[src/rtl/pixel_depth_writer_pkg.sv]
// Shared types for the pixel depth writer: fixed-point formats, RGBA8888 layout and FSM states.
// PIXEL_WRITER_DEPTH_TEST_EN adds the READ/CMP states used by the z-buffer test.
package pixel_depth_writer_pkg;

    localparam int FRAC_BITS = 16;

    typedef logic signed [31:0] FixedPoint_t;

    localparam FixedPoint_t FIX_ONE = FixedPoint_t'(1 << FRAC_BITS);

    typedef struct packed {
        FixedPoint_t r;
        FixedPoint_t g;
        FixedPoint_t b;
        FixedPoint_t a;
    } Vector4_t;

    localparam logic [31:0] Z_FAR = 32'h7FFF_FFFF;

    typedef struct packed {
        logic [7:0] r;
        logic [7:0] g;
        logic [7:0] b;
        logic [7:0] a;
    } rgba8888_t;

    localparam int RGBA_R_LSB = 24;
    localparam int RGBA_G_LSB = 16;
    localparam int RGBA_B_LSB = 8;
    localparam int RGBA_A_LSB = 0;

    typedef enum logic [2:0] {
        ST_IDLE,
`ifdef PIXEL_WRITER_DEPTH_TEST_EN
        ST_READ,
        ST_CMP,
`endif
        ST_WRITE,
        ST_CLEAR
    } state_e;

endpackage

[src/rtl/pixel_depth_writer_if.sv]
// Rasterizer-to-writer pixel stream: pixel payload, valid/ready handshake and clear request.
// Signal names keep the writer's point of view (i_ = into the writer, o_ = out of it).
interface pixel_depth_writer_if;
    import pixel_depth_writer_pkg::*;

    logic               i_valid;
    logic               o_ready;
    logic signed [31:0] i_x;
    logic signed [31:0] i_y;
    FixedPoint_t        i_z;
    Vector4_t           i_colour;
    logic               i_clear;

    modport master (
        output i_valid, i_x, i_y, i_z, i_colour, i_clear,
        input  o_ready
    );

    modport slave (
        input  i_valid, i_x, i_y, i_z, i_colour, i_clear,
        output o_ready
    );

endinterface

[src/rtl/pixel_depth_writer_colour_pack_rgba8888.sv]
// Combinational FixedPoint RGBA -> RGBA8888 packer with per-channel clamp to [0,255].
module pixel_depth_writer_colour_pack_rgba8888
    import pixel_depth_writer_pkg::*;
(
    input  Vector4_t    i_colour,
    output logic [31:0] o_rgba
);

    // Channels in (0,1.0) scale by 255 and truncate; out-of-range values saturate.
    function automatic logic [7:0] sat_chan(input FixedPoint_t c);
        if (c <= 0) begin
            return 8'd0;
        end
        if (c >= FIX_ONE) begin
            return 8'd255;
        end
        return 8'(($unsigned(c) * 32'd255) >> FRAC_BITS);
    endfunction

    always_comb begin
        o_rgba                   = '0;
        o_rgba[RGBA_R_LSB +: 8]  = sat_chan(i_colour.r);
        o_rgba[RGBA_G_LSB +: 8]  = sat_chan(i_colour.g);
        o_rgba[RGBA_B_LSB +: 8]  = sat_chan(i_colour.b);
        o_rgba[RGBA_A_LSB +: 8]  = sat_chan(i_colour.a);
    end

endmodule

[src/rtl/pixel_depth_writer.sv]
// Depth-tested pixel writer between the rasterizer and the frame/depth memories, with clear sweep.
// Define PIXEL_WRITER_DEPTH_TEST_EN for the z-buffer read/compare path; otherwise every in-bounds pixel commits.
module pixel_depth_writer
    import pixel_depth_writer_pkg::*;
#(
    parameter int          WIDTH        = 16,
    parameter int          HEIGHT       = 16,
    parameter int          ADDR_W       = 8,
    parameter logic [31:0] CLEAR_COLOUR = 32'h0000_00FF
) (
    input  logic                i_clk,
    input  logic                i_reset_n,
    pixel_depth_writer_if.slave bus,
    output logic [ADDR_W-1:0]   o_zb_addr,
    output logic                o_zb_re,
    input  logic [31:0]         i_zb_rdata,
    output logic                o_zb_we,
    output logic [31:0]         o_zb_wdata,
    output logic [ADDR_W-1:0]   o_fb_addr,
    output logic                o_fb_we,
    output logic [31:0]         o_fb_wdata,
    output logic [31:0]         o_written,
    output logic [31:0]         o_rejected
);

    localparam int NPIX = WIDTH * HEIGHT;

    state_e              r_state;
    state_e              w_state_nxt;
    logic [ADDR_W-1:0]   r_addr_p0;
    FixedPoint_t         r_z_p0;
    logic [31:0]         r_rgba_p0;
    logic                r_pass;
    logic [ADDR_W-1:0]   r_clr_addr;
    logic [31:0]         r_written;
    logic [31:0]         r_rejected;

    logic                w_accept;
    logic                w_in_bounds;
    logic [ADDR_W-1:0]   w_addr;
    logic [31:0]         w_rgba;

    pixel_depth_writer_colour_pack_rgba8888 u_pack (
        .i_colour (bus.i_colour),
        .o_rgba   (w_rgba)
    );

    assign bus.o_ready = (r_state == ST_IDLE) && !bus.i_clear;
    assign w_accept    = bus.i_valid && bus.o_ready;
    assign w_in_bounds = (bus.i_x >= 0) && (bus.i_x < WIDTH) &&
                         (bus.i_y >= 0) && (bus.i_y < HEIGHT);
    assign w_addr      = ADDR_W'(bus.i_y * WIDTH + bus.i_x);

`ifndef PIXEL_WRITER_DEPTH_TEST_EN
    logic w_unused_rdata;
    assign w_unused_rdata = ^i_zb_rdata;
`endif

    always_comb begin
        w_state_nxt = r_state;
        o_zb_re     = 1'b0;
        o_zb_we     = 1'b0;
        o_fb_we     = 1'b0;
        o_zb_addr   = '0;
        o_fb_addr   = '0;
        o_zb_wdata  = '0;
        o_fb_wdata  = '0;
        case (r_state)
            ST_IDLE: begin
                if (bus.i_clear) begin
                    w_state_nxt = ST_CLEAR;
                end else if (bus.i_valid) begin
`ifdef PIXEL_WRITER_DEPTH_TEST_EN
                    w_state_nxt = w_in_bounds ? ST_READ : ST_WRITE;
`else
                    w_state_nxt = ST_WRITE;
`endif
                end
            end
`ifdef PIXEL_WRITER_DEPTH_TEST_EN
            ST_READ: begin
                o_zb_re     = 1'b1;
                o_zb_addr   = r_addr_p0;
                w_state_nxt = ST_CMP;
            end
            ST_CMP: begin
                w_state_nxt = ST_WRITE;
            end
`endif
            ST_WRITE: begin
                o_zb_we     = r_pass;
                o_fb_we     = r_pass;
                o_zb_addr   = r_addr_p0;
                o_fb_addr   = r_addr_p0;
                o_zb_wdata  = r_z_p0;
                o_fb_wdata  = r_rgba_p0;
                w_state_nxt = ST_IDLE;
            end
            ST_CLEAR: begin
                o_zb_we    = 1'b1;
                o_fb_we    = 1'b1;
                o_zb_addr  = r_clr_addr;
                o_fb_addr  = r_clr_addr;
                o_zb_wdata = Z_FAR;
                o_fb_wdata = CLEAR_COLOUR;
                if (r_clr_addr == ADDR_W'(NPIX - 1)) begin
                    w_state_nxt = ST_IDLE;
                end
            end
            default: begin
                w_state_nxt = ST_IDLE;
            end
        endcase
    end

    // Stage p0: pixel payload captured on accept; only meaningful while the FSM is busy.
    always_ff @(posedge i_clk) begin
        if (w_accept) begin
            r_addr_p0 <= w_addr;
            r_z_p0    <= bus.i_z;
            r_rgba_p0 <= w_rgba;
        end
    end

    always_ff @(posedge i_clk or negedge i_reset_n) begin
        if (!i_reset_n) begin
            r_state    <= ST_IDLE;
            r_pass     <= 1'b0;
            r_clr_addr <= '0;
            r_written  <= '0;
            r_rejected <= '0;
        end else begin
            r_state <= w_state_nxt;
            // Out-of-bounds pixels carry pass=0 straight to WRITE so they are counted there.
            if (w_accept) begin
                r_pass <= w_in_bounds;
            end
`ifdef PIXEL_WRITER_DEPTH_TEST_EN
            if (r_state == ST_CMP) begin
                r_pass <= r_z_p0 < $signed(i_zb_rdata);
            end
`endif
            if (r_state == ST_WRITE) begin
                if (r_pass) begin
                    r_written <= r_written + 32'd1;
                end else begin
                    r_rejected <= r_rejected + 32'd1;
                end
            end
            if (r_state == ST_IDLE) begin
                r_clr_addr <= '0;
            end else if (r_state == ST_CLEAR) begin
                r_clr_addr <= r_clr_addr + 1'b1;
            end
        end
    end

    assign o_written  = r_written;
    assign o_rejected = r_rejected;

endmodule

[src/flat_wrapper.sv]
// flat-port wrapper written by rule: the top's interface ports become plain ports
module pixel_depth_writer_flat import pixel_depth_writer_pkg::*;
#(
    parameter int          WIDTH        = 16,
    parameter int          HEIGHT       = 16,
    parameter int          ADDR_W       = 8,
    parameter logic [31:0] CLEAR_COLOUR = 32'h0000_00FF
)
  (i_clk, i_reset_n, o_zb_addr, o_zb_re, i_zb_rdata, o_zb_we, o_zb_wdata, o_fb_addr, o_fb_we, o_fb_wdata, o_written, o_rejected, bus_i_valid, bus_i_x, bus_i_y, bus_i_z, bus_i_colour, bus_i_clear, bus_o_ready);
  pixel_depth_writer_if bus_i ();
  input  logic i_clk;
  input  logic i_reset_n;
  output logic [ADDR_W-1:0] o_zb_addr;
  output logic o_zb_re;
  input  logic [31:0] i_zb_rdata;
  output logic o_zb_we;
  output logic [31:0] o_zb_wdata;
  output logic [ADDR_W-1:0] o_fb_addr;
  output logic o_fb_we;
  output logic [31:0] o_fb_wdata;
  output logic [31:0] o_written;
  output logic [31:0] o_rejected;
  input wire logic [$bits(bus_i.i_valid)-1:0] bus_i_valid;
  input wire logic [$bits(bus_i.i_x)-1:0] bus_i_x;
  input wire logic [$bits(bus_i.i_y)-1:0] bus_i_y;
  input wire logic [$bits(bus_i.i_z)-1:0] bus_i_z;
  input wire logic [$bits(bus_i.i_colour)-1:0] bus_i_colour;
  input wire logic [$bits(bus_i.i_clear)-1:0] bus_i_clear;
  output wire logic [$bits(bus_i.o_ready)-1:0] bus_o_ready;
  assign bus_i.i_valid = bus_i_valid;
  assign bus_i.i_x = bus_i_x;
  assign bus_i.i_y = bus_i_y;
  assign bus_i.i_z = bus_i_z;
  assign bus_i.i_colour = bus_i_colour;
  assign bus_i.i_clear = bus_i_clear;
  assign bus_o_ready = bus_i.o_ready;
  pixel_depth_writer #(.WIDTH(WIDTH), .HEIGHT(HEIGHT), .ADDR_W(ADDR_W), .CLEAR_COLOUR(CLEAR_COLOUR)) u_core (.i_clk(i_clk), .i_reset_n(i_reset_n), .bus(bus_i), .o_zb_addr(o_zb_addr), .o_zb_re(o_zb_re), .i_zb_rdata(i_zb_rdata), .o_zb_we(o_zb_we), .o_zb_wdata(o_zb_wdata), .o_fb_addr(o_fb_addr), .o_fb_we(o_fb_we), .o_fb_wdata(o_fb_wdata), .o_written(o_written), .o_rejected(o_rejected));
endmodule
[config.mk]
export PLATFORM = sky130hd
export DESIGN_NAME = pixel_depth_writer_flat
export DESIGN_NICKNAME = d
export VERILOG_FILES = /design/src/rtl/pixel_depth_writer_pkg.sv /design/src/rtl/pixel_depth_writer_if.sv /design/src/rtl/pixel_depth_writer_colour_pack_rgba8888.sv /design/src/rtl/pixel_depth_writer.sv /design/src/flat_wrapper.sv
export SDC_FILE = /design/constraint.sdc
export NUM_CORES = 1
export LEC_CHECK = 0
export CAP_MARGIN = 20
export CORE_MARGIN = 2
export CORE_UTILIZATION = 50
export DETAILED_ROUTE_END_ITERATION = 7
export GPL_TIMING_DRIVEN = 0
export PLACE_DENSITY = 0.78
export REMOVE_ABC_BUFFERS = 1
export SLEW_MARGIN = 25
export SYNTH_ARGS = -nofsm -noshare
export SYNTH_HDL_FRONTEND = slang
export SYNTH_SLANG_ARGS = --single-unit
[constraint.sdc]
create_clock -name i_clk -period 3.73 [get_ports i_clk]
set_input_delay 0.746 -clock i_clk [delete_from_list [all_inputs] [get_ports i_clk]]
set_output_delay 0.746 -clock i_clk [all_outputs]
set_load 0.02 [all_outputs]
[Word level (Yosys, flattened, before mapping)]
Cells that the tools add are included.
Cells by class
  add/sub/neg operators: 4
  $mul: 4
  div/mod/pow operators: 0
  order comparisons: 12
  equal/unequal tests: 5
  shifts and indexed selects: 0
  muxes and demuxes: 38
  bitwise logic cells: 1
  reductions and logical operators: 11
Operators with widths (count)
  $mux 8: 18
  $ge 32x18->1 const B: 4
  $le 32x1->1 const B: 4
  $mul 32x8->24 const B: 4
  $pmux 32 s2: 2
  $add 32x1->32 const B: 2
  $ge 32x1->1 const B: 2
  $lt 32x6->1 const B: 2
  $pmux 8 s2: 1
  $mux 1: 12
  $mux 3: 3
  $add 8x1->8 const B: 1
  $add 8x8->8: 1
  $eq 8x8->1 const B: 1
  $pmux 3 s2: 1
  $reduce_and 2->1: 3
  $logic_and 1x1->1: 5
  $eq 3x1->1 const B: 1
  $eq 3x2->1 const B: 1
  $logic_not 3->1: 1
  $ne 3x3->1 const B: 1
  $ne 2x1->1 const B: 1
  $pmux 1 s2: 1
  $reduce_bool 2->1: 1
  2 further kinds: 2
Word-level totals
  bits in registers: 148
  latch bits: 0
  RAM bits: 0
  bits in read-only memories: 0
  input bits: 260
  output and inout bits: 148
  memories: 0

[Logic depth before layout (Yosys ltp)]
Gate-level depths: netlist (run 1).
  depth in word-level cells: 5
  gate-level depth with buffers: 16

[Hierarchy]
Synthesis (run 1) repeated with hierarchy kept, for this count alone.
Second synthesis, totals
  cells, all modules: 2009
  area, all modules: 20493.4 um2
Modules (own cells, without submodules)
  pixel_depth_writer_colour_pack_rgba8888: instances 1, cells each 1437, area an instance 13678.1 um2, seq. area each 0.0 um2
  pixel_depth_writer: instances 1, cells each 572, area an instance 6815.3 um2, seq. area each 4038.9 um2

[Worst setup path before layout (run 1)]
OpenSTA, ideal clock, no wires.
  kind: in2reg
  start: in bus_i_colour[102]
  end: reg u_core.r_rgba_p0[30] (data pin)
  library setup time: 0.277 ns
  arrival time: 4.713 ns
  data required time: 3.453 ns
  path slack: -1.260 ns
  cell stages on the path: 16
  cell sequence: inv_1 -> fa_1 -> fa_1 -> inv_1 -> fa_1 -> inv_1 -> fa_1 -> inv_1 -> ha_1 -> a21o_1 -> a21o_1 -> a221oi_1 -> a32oi_1 -> a31oi_1 -> xor2_1 -> a21oi_1
On the way
  word-level cells in the longest chain between the ends: 5
  elaborated cells between the ends (all ways): 9
RTL lines
  start: declaration: line flat_wrapper.sv:27  | input wire logic [$bits(bus_i.i_colour)-1:0] bus_i_colour;
  branches (longest 4 deep; another with $mul 32x8->24)
  $mux 8 (*): line pixel_depth_writer_colour_pack_rgba8888.sv:14  | if (c >= FIX_ONE) begin
  end signal: assignment: line pixel_depth_writer.sv:121  | r_rgba_p0 <= w_rgba;
  end: declaration: line pixel_depth_writer.sv:32  | logic [31:0] r_rgba_p0;
Every way passes the cells marked *. The select of a mux whose other input is x is not followed.
A chain may end at the register's enable or synchronous reset.

[Final worst setup path (run 1)]
  start: in bus_i_colour[102]
  end: reg u_core.r_rgba_p0[26] (data pin)
Same word-level chain as after synthesis.

==> results of run 1 <==
[worst max-delay path, delay by kind of cell]
kind                     cells  cell delay (ns)
adder cells (fa/ha/maj)      5             2.39
buffers and inverters        8             0.78
AND/OR/NAND/NOR              3             0.50
AO/OA/AOI/OAI                3             0.39
XOR/XNOR                     1             0.15
[power by group through the flow]
stage / combinational [µW] / clock [µW] / sequential [µW]
finish: 17200 / 1770 / 1820
global placement: 10400 / 0 / 1860
detailed placement: 11000 / 0 / 1860
global route: 18800 / 1870 / 1820
floorplan: 8480 / 0 / 1860
CTS: 14500 / 1790 / 1820
[stage by stage]
step | hold WS (ns) | utilization | TNS [ns] | instance area [µm²]
finish | 0.2398 | 0.6846 | -25.31 | 27140
global route | 0.2521 | 0.6846 | -28.56 | 27140
floorplan | 0.4504 | - | -33.27 | 19910
global placement | 0.4603 | 0.6132 | -232.25 | 24310
detailed placement | 0.4673 | 0.6155 | -66.04 | 24400
CTS | 0.2319 | 0.6670 | -21.69 | 26440
[cells by family (layout without fill, tap and decap cells)]
| logic type | Yosys count | in the layout | share of synthesized area |
|---|---|---|---|
| xor gates and xnor gates | 143 | 143 | 0.06243 |
| muxes | 4 | 4 | 0.002183 |
| AOI/OAI and AO/OA | 226 | 226 | 0.07291 |
| adders and majority gates | 530 | 530 | 0.4672 |
| DFF | 147 | 147 | 0.2013 |
| buffers and inverters | 646 | 1128 | 0.1229 |
| and+or+nand+nor | 265 | 265 | 0.07086 |
| other | 1 | 2 | 0.0001869 |
[path summary, 6_finish.rpt]
| path | from | endpoint | slack [ns] |
|---|---|---|---|
| max in group asynchronous | i_reset_n | u_core.o_rejected[1] | 2.91 |
| hold / removal | i_reset_n | u_core.o_rejected[27] | 0.24 |
| setup / recovery | bus_i_colour[102] | u_core.r_rgba_p0[26] | -1.09 |
| min in group i_clk | u_core.o_written[31] | u_core.o_written[31] | 0.48 |
| hold reg to reg | u_core.o_written[31] | u_core.o_written[31] | 0.48 |
| setup reg to reg | u_core.r_state[1] | u_core.o_rejected[26] | 0.91 |
[cell type report]
class	instances	area, µm²	share of cell area
Multi-Input combinational cell	1169	14870	0.5478
Timing Repair Buffer	480	4596	0.1693
Sequential cell	147	4039	0.1488
Inverter	616	2394	0.08819
Tap cell	525	656.9	0.02420
Clock buffer	17	425.4	0.01567
Clock inverter	15	160.2	0.005901
Antenna cell	1	2.502	0.00009220
[cell usage in the layout, fill, tap and decap left out, types with 8 or more instances in the layout]
cell type / netlist / layout
a21oi_2: 0 / 32
ha_4: 0 / 42
dfrtp_1: 75 / 75
edfxtp_1: 72 / 72
xor2_1: 36 / 34
clkbuf_16: 0 / 17
nor2_1: 31 / 27
xnor2_1: 107 / 99
buf_6: 0 / 35
nor4_1: 21 / 21
a21oi_1: 84 / 45
buf_2: 0 / 27
inv_8: 0 / 8
clkdlybuf4s50_1: 0 / 291
nand4_1: 31 / 31
nand3_1: 31 / 24
a21o_1: 59 / 59
ha_1: 165 / 120
inv_1: 616 / 524
inv_4: 0 / 16
a22o_1: 8 / 8
clkbuf_4: 0 / 8
buf_4: 11 / 91
o21ai_0: 26 / 12
nand2_1: 56 / 52
and3_1: 48 / 46
nor3_1: 13 / 10
inv_2: 0 / 70
fa_2: 0 / 36
fa_1: 365 / 329
[layer usage]
layer  share of wire  GRT usage
met2            0.53     0.4501
met3           0.055    0.03763
met1            0.39     0.3151
met5         0.00028          0
met4           0.023    0.06366
[what timing repair did]
action	4_1_cts	5_1_grt
gates resized for setup	611	157
setup buffers	75	29
endpoints found under the setup margin	89	33
hold buffers	0	0
pin swaps	219	155
[flip-flops by register name, indices dropped and copies added, names as in the netlist]
register / cells
u_core.o_rejected: 32
u_core.o_written: 32
u_core.r_rgba_p0: 32
u_core.r_z_p0: 32
u_core.r_addr_p0: 8
u_core.r_clr_addr: 8
u_core.r_state: 2
u_core.r_pass: 1
==> impl_metrics.py, run 1 <==
metrics = {
    "logic_synthesis": {
        "yosys_warnings": 0,
        "synthDistinctLibCells": 58,
        "synth_area_um2": 20060,
        "synth_area_leaders": "fa_1, inv_1, edfxtp_1, ha_1, dfrtp_1",
        "synth_top_area_share": 0.3642,
        "synthCells": 1962,
        "synth_largest_area_cell": "fa_1",
        "synth_common_cells": "inv_1, fa_1, ha_1, xnor2_1, a21oi_1",
        "avgSynthCellArea_um2": 10.22,
        "ys_seq_elements": 147,
        "ys_seq_area_frac": 0.2013,
        "synth_most_common_cell": "inv_1",
        "ys.flop_type": "dfrtp_1",
        "async_flop_share": 0.5102,
        "synth_edf_count": 72,
    },
    "clocking": {
        "cts_tree": "built",
        "cts-root-buf": "clkbuf_16",
        "cts_buffers": 17,
        "htreeDepth": 4,
        "path_clk_slew_ns": 0.07,
        "cts_sinks": 147,
        "cts_buffer_depth": 2,
        "clock_latency_ns": 0.44,
    },
    "power_and_ir_drop": {
        "p_int_uw": 10900,
        "swShare": 0.4751,
        "p_sw_uw": 9864,
        "powerDensity_nw_per_um2": 765.0,
        "power.leakage_uw": 0.01286,
        "total_power_uw": 20760,
        "combPwrFrac": 0.827,
        "seq_power_share": 0.088,
        "clock_power_share": 0.085,
        "vdd_drop_max_v": 0.0005337,
    },
    "sta": {
        "period_share": 1.291,
        "grt_setup_unrepaired": "yes",
        "slew_viol_final": 0,
        "skew_ns": 0.01458,
        "layout_setup_ws_ns": -1.086,
        "tightest_slew_ns": 0.9835,
        "setup_viol": 32,
        "final.min_clock_period_ns": 4.816,
        "hold_violations": 0,
        "slew_headroom": 0.3413,
        "max_freq_mhz": 207.6,
    },
    "flow_run": {
        "max_cap_violations": 0,
    },
    "placement": {
        "portBuffers": 374,
        "placed_cells": 2835,
        "gp_congestion": 0.8934,
        "hpwl_um": 40030,
        "pre_cts_ws_ns": -2.285,
    },
    "global_route": {
        "grt_pass1_vias": 16510,
        "grt_overflow_total": 0,
        "grt_pass1_wl_um": 82030,
        "track_usage": 0.2502,
        "antenna_found_initial": 3,
        "grt_max_degree": 50,
    },
    "floorplan": {
        "io_pins": 408,
        "core_um2": 39640,
        "dieArea_um2": 41740,
        "rows": 73,
        "die_w_um": 204.3,
        "die_height_um": 204.3,
        "initial_core_util": 0.5061,
    },
    "drt": {
        "ant_nets": 0,
        "drt-pass1-iter-count": 5,
        "drtIter0Drc": 773,
        "vias": 15340,
        "drt-wirelength-per-cell_um": 18.16,
        "drt_wl_total_um": 53940,
        "avgViaCountPerCell": 5.164,
        "route.detailed.drc": 0,
    },
    "critical_path": {
        "cp_cell_sequence": "buf_8, clkinvlp_4, buf_6, fa_2, buf_6, fa_1, inv_2, fa_1, inv_1, fa_1, inv_2, ha_4, nand3_4, nor3_4, a221oi_4, buf_4, and2_4, a31oi_1, xnor2_1, a21oi_1",
        "crit_top_cell": "fa_1",
        "ff2ff_path_depth": 10,
        "required_ns": 3.87,
        "critical_path.max_fanout": 3,
        "crit_path_end_kind": "flip-flop",
        "crit_type": "in2reg",
        "critPathSlowestCell": "fa_1",
        "crit_path_start_kind": "primary input",
        "slowest_delay_ns": 0.55,
        "worstPathArrival_ns": 4.96,
    },
    "finish": {
        "fillers": 2754,
        "synthToLayoutAreaGrowth_pct": 35.29,
        "layoutNonFillerInstCount": 2970,
        "layout-drive-gt1-share": 0.2054,
        "final_nets": 3221,
    },
    "run_status": {
        "violations": "setup timing",
        "status": "finished, violations left",
    },
    "min_path": {
        "hold_path.class": "in2async",
    },
}
Note: power is estimated with default switching activity, not from simulation.
==> run 2: changes to the inputs <==
Settings changed: CORE_ASPECT_RATIO from default to 0.5, CORE_MARGIN 2 to default.
==> run 2 against run 1 <==
Against the previous run:
- the run still ends with setup timing left
- final cell count up 0.61%
- wire length down 3.1%
- flip-flop and latch count unchanged
- maximum frequency down 0.30%
- non-clock buffer count up 13
- sequential power about the same
- global-route usage up 1.2 points
- count of clock-buffer cells in the layout unchanged
- clock skew down 0.0044 ns
- clock power down 6%
- highest routed layer is now met4
==> impl_metrics.py, run 2 (same netlist as run 1, synthesis figures left out) <==
metrics = {
    "run_status": {
        "status": "finished, violations left",
        "violations": "setup timing",
    },
    "drt": {
        "vias": 15220,
        "ant_nets": 0,
        "drt-wirelength-per-cell_um": 17.49,
        "route.detailed.drc": 0,
        "drt-pass1-iter-count": 5,
        "avgViaCountPerCell": 5.094,
        "drt_wl_total_um": 52270,
        "drtIter0Drc": 698,
    },
    "global_route": {
        "grt_overflow_total": 0,
        "grt_pass1_wl_um": 83900,
        "grt_pass1_vias": 16720,
        "grt_max_degree": 54,
        "antenna_found_initial": 1,
        "track_usage": 0.2623,
    },
    "clocking": {
        "cts_tree": "built",
        "path_clk_slew_ns": 0.07,
        "cts_buffer_depth": 2,
        "clock_latency_ns": 0.45,
        "htreeDepth": 4,
        "cts-root-buf": "clkbuf_16",
        "cts_sinks": 147,
        "cts_buffers": 17,
    },
    "floorplan": {
        "core_um2": 39180,
        "rows": 51,
        "die_w_um": 285.3,
        "dieArea_um2": 40970,
        "initial_core_util": 0.5120,
        "io_pins": 408,
        "die_height_um": 143.6,
    },
    "sta": {
        "tns_ns": -25.14,
        "skew_ns": 0.01019,
        "layout_setup_ws_ns": -1.100,
        "grt_setup_unrepaired": "yes",
        "tightest_slew_ns": 0.9766,
        "slew_viol_final": 0,
        "slew_headroom": 0.3459,
        "setup_viol": 32,
        "period_share": 1.295,
        "max_freq_mhz": 207.0,
        "hold_violations": 0,
        "hold-worst-slack_ns": 0.2882,
        "final.min_clock_period_ns": 4.830,
    },
    "critical_path": {
        "critical_path.max_fanout": 5,
        "required_ns": 3.92,
        "crit_type": "in2reg",
        "crit_path_end_kind": "flip-flop",
        "crit_path_start_kind": "primary input",
        "worstPathArrival_ns": 5.02,
    },
    "placement": {
        "gp_congestion": 0.8774,
        "placed_cell_area_um2": 24410,
        "portBuffers": 374,
        "pre_cts_ws_ns": -2.290,
        "hpwl_um": 39500,
    },
    "finish": {
        "layout_commonest_cell": "inv_1",
        "final_cell_area_um2": 27190,
        "layout-drive-gt1-share": 0.2051,
        "final_nets": 3234,
        "final_cell_mix": "inv_1, fa_1, clkdlybuf4s50_1",
        "synthToLayoutAreaGrowth_pct": 35.53,
    },
    "power_and_ir_drop": {
        "powerDensity_nw_per_um2": 727.4,
        "vdd_drop_max_v": 0.0005353,
        "power.leakage_uw": 0.01288,
        "total_power_uw": 19780,
    },
    "flow_run": {
        "max_cap_violations": 0,
    },
    "min_path": {
        "hold_path.class": "in2async",
    },
}
-- run 2: cell count changes in the layout (fill, tap and decap cells not counted), moves of 6 or more --
cell / change
a21oi_2: -6
fa_2: +13
inv_1: +13
fa_1: -13
inv_8: -6
buf_6: +21
buf_4: -11
inv_2: -11
-- run 2: routing by layer --
| metal | share of wire | vias to the layer above | track usage |
|---|---|---|---|
| met4 | 0.041 | 0 | 0.1219 |
| met5 | 0 | - | 0 |
| met2 | 0.54 | 345 | 0.4808 |
| met3 | 0.031 | 125 | 0.04032 |
| li1 | - | 6972 | - |
| met1 | 0.39 | 7780 | 0.3048 |
-- run 2: worst paths after layout --
kind / depth (start not counted) / from / slack [ns] / to
setup reg to reg: 9 / u_core.r_state[1] / 0.81 / u_core.o_rejected[31]
min in group i_clk: 1 / u_core.o_rejected[31] / 0.47 / u_core.o_rejected[31]
hold / removal: 1 / i_reset_n / 0.29 / u_core.o_rejected[13]
setup / recovery: 19 / bus_i_colour[36] / -1.10 / u_core.r_rgba_p0[9]
hold reg to reg: 1 / u_core.o_rejected[31] / 0.47 / u_core.o_rejected[31]
max in group asynchronous: 2 / i_reset_n / 2.85 / u_core.r_clr_addr[2]
-- run 2: cell type report --
| type | instances | area, µm² |
|---|---|---|
| clock buffer | 17 | 425.4 |
| inverter | 616 | 2374 |
| clock inverter | 15 | 120.1 |
| sequential | 147 | 4039 |
| fill | 2873 | 11990 |
| timing repair buffer | 493 | 4723 |
| tap | 530 | 663.1 |
| antenna | 1 | 2.502 |
| multi-input combinational | 1169 | 14840 |
-- run 2: timing repair --
action | CTS | global route
gates resized for setup | 583 | 172
hold endpoints to repair | 0 | 0
setup buffers | 102 | 36
pin swaps | 195 | 131
hold buffers | 0 | 0
setup endpoints to repair | 89 | 32
-- run 2: worst max-delay path, stage by stage --
cell	delay (ns)
buf_6	0.07
clkinvlp_4	0.15
fa_2	0.52
buf_6	0.15
fa_1	0.52
inv_1	0.06
fa_1	0.49
inv_2	0.04
fa_1	0.52
inv_2	0.06
ha_4	0.27
buf_6	0.09
nand4_1	0.11
a211oi_2	0.33
a311oi_1	0.13
o31ai_2	0.32
a21oi_1	0.14
xor2_1	0.21
a21oi_1	0.10
-- run 2: through the flow --
step,utilization,instances
after global routing,0.6939,2988
after CTS,0.6809,2968
after detailed placement,0.6230,2840
final,0.6939,2988
after floorplan,-,1932
after global placement,0.6206,2836
-- run 2: report_power, final --
group	internal, µW	switching (µW)	leakage, µW	total [µW]
registers	1820	0	0.00166	1820
logic	7640	8660	0.0110	16300
clock network	868	792	0.000273	1660
total	10300	9450	0.0129	19800
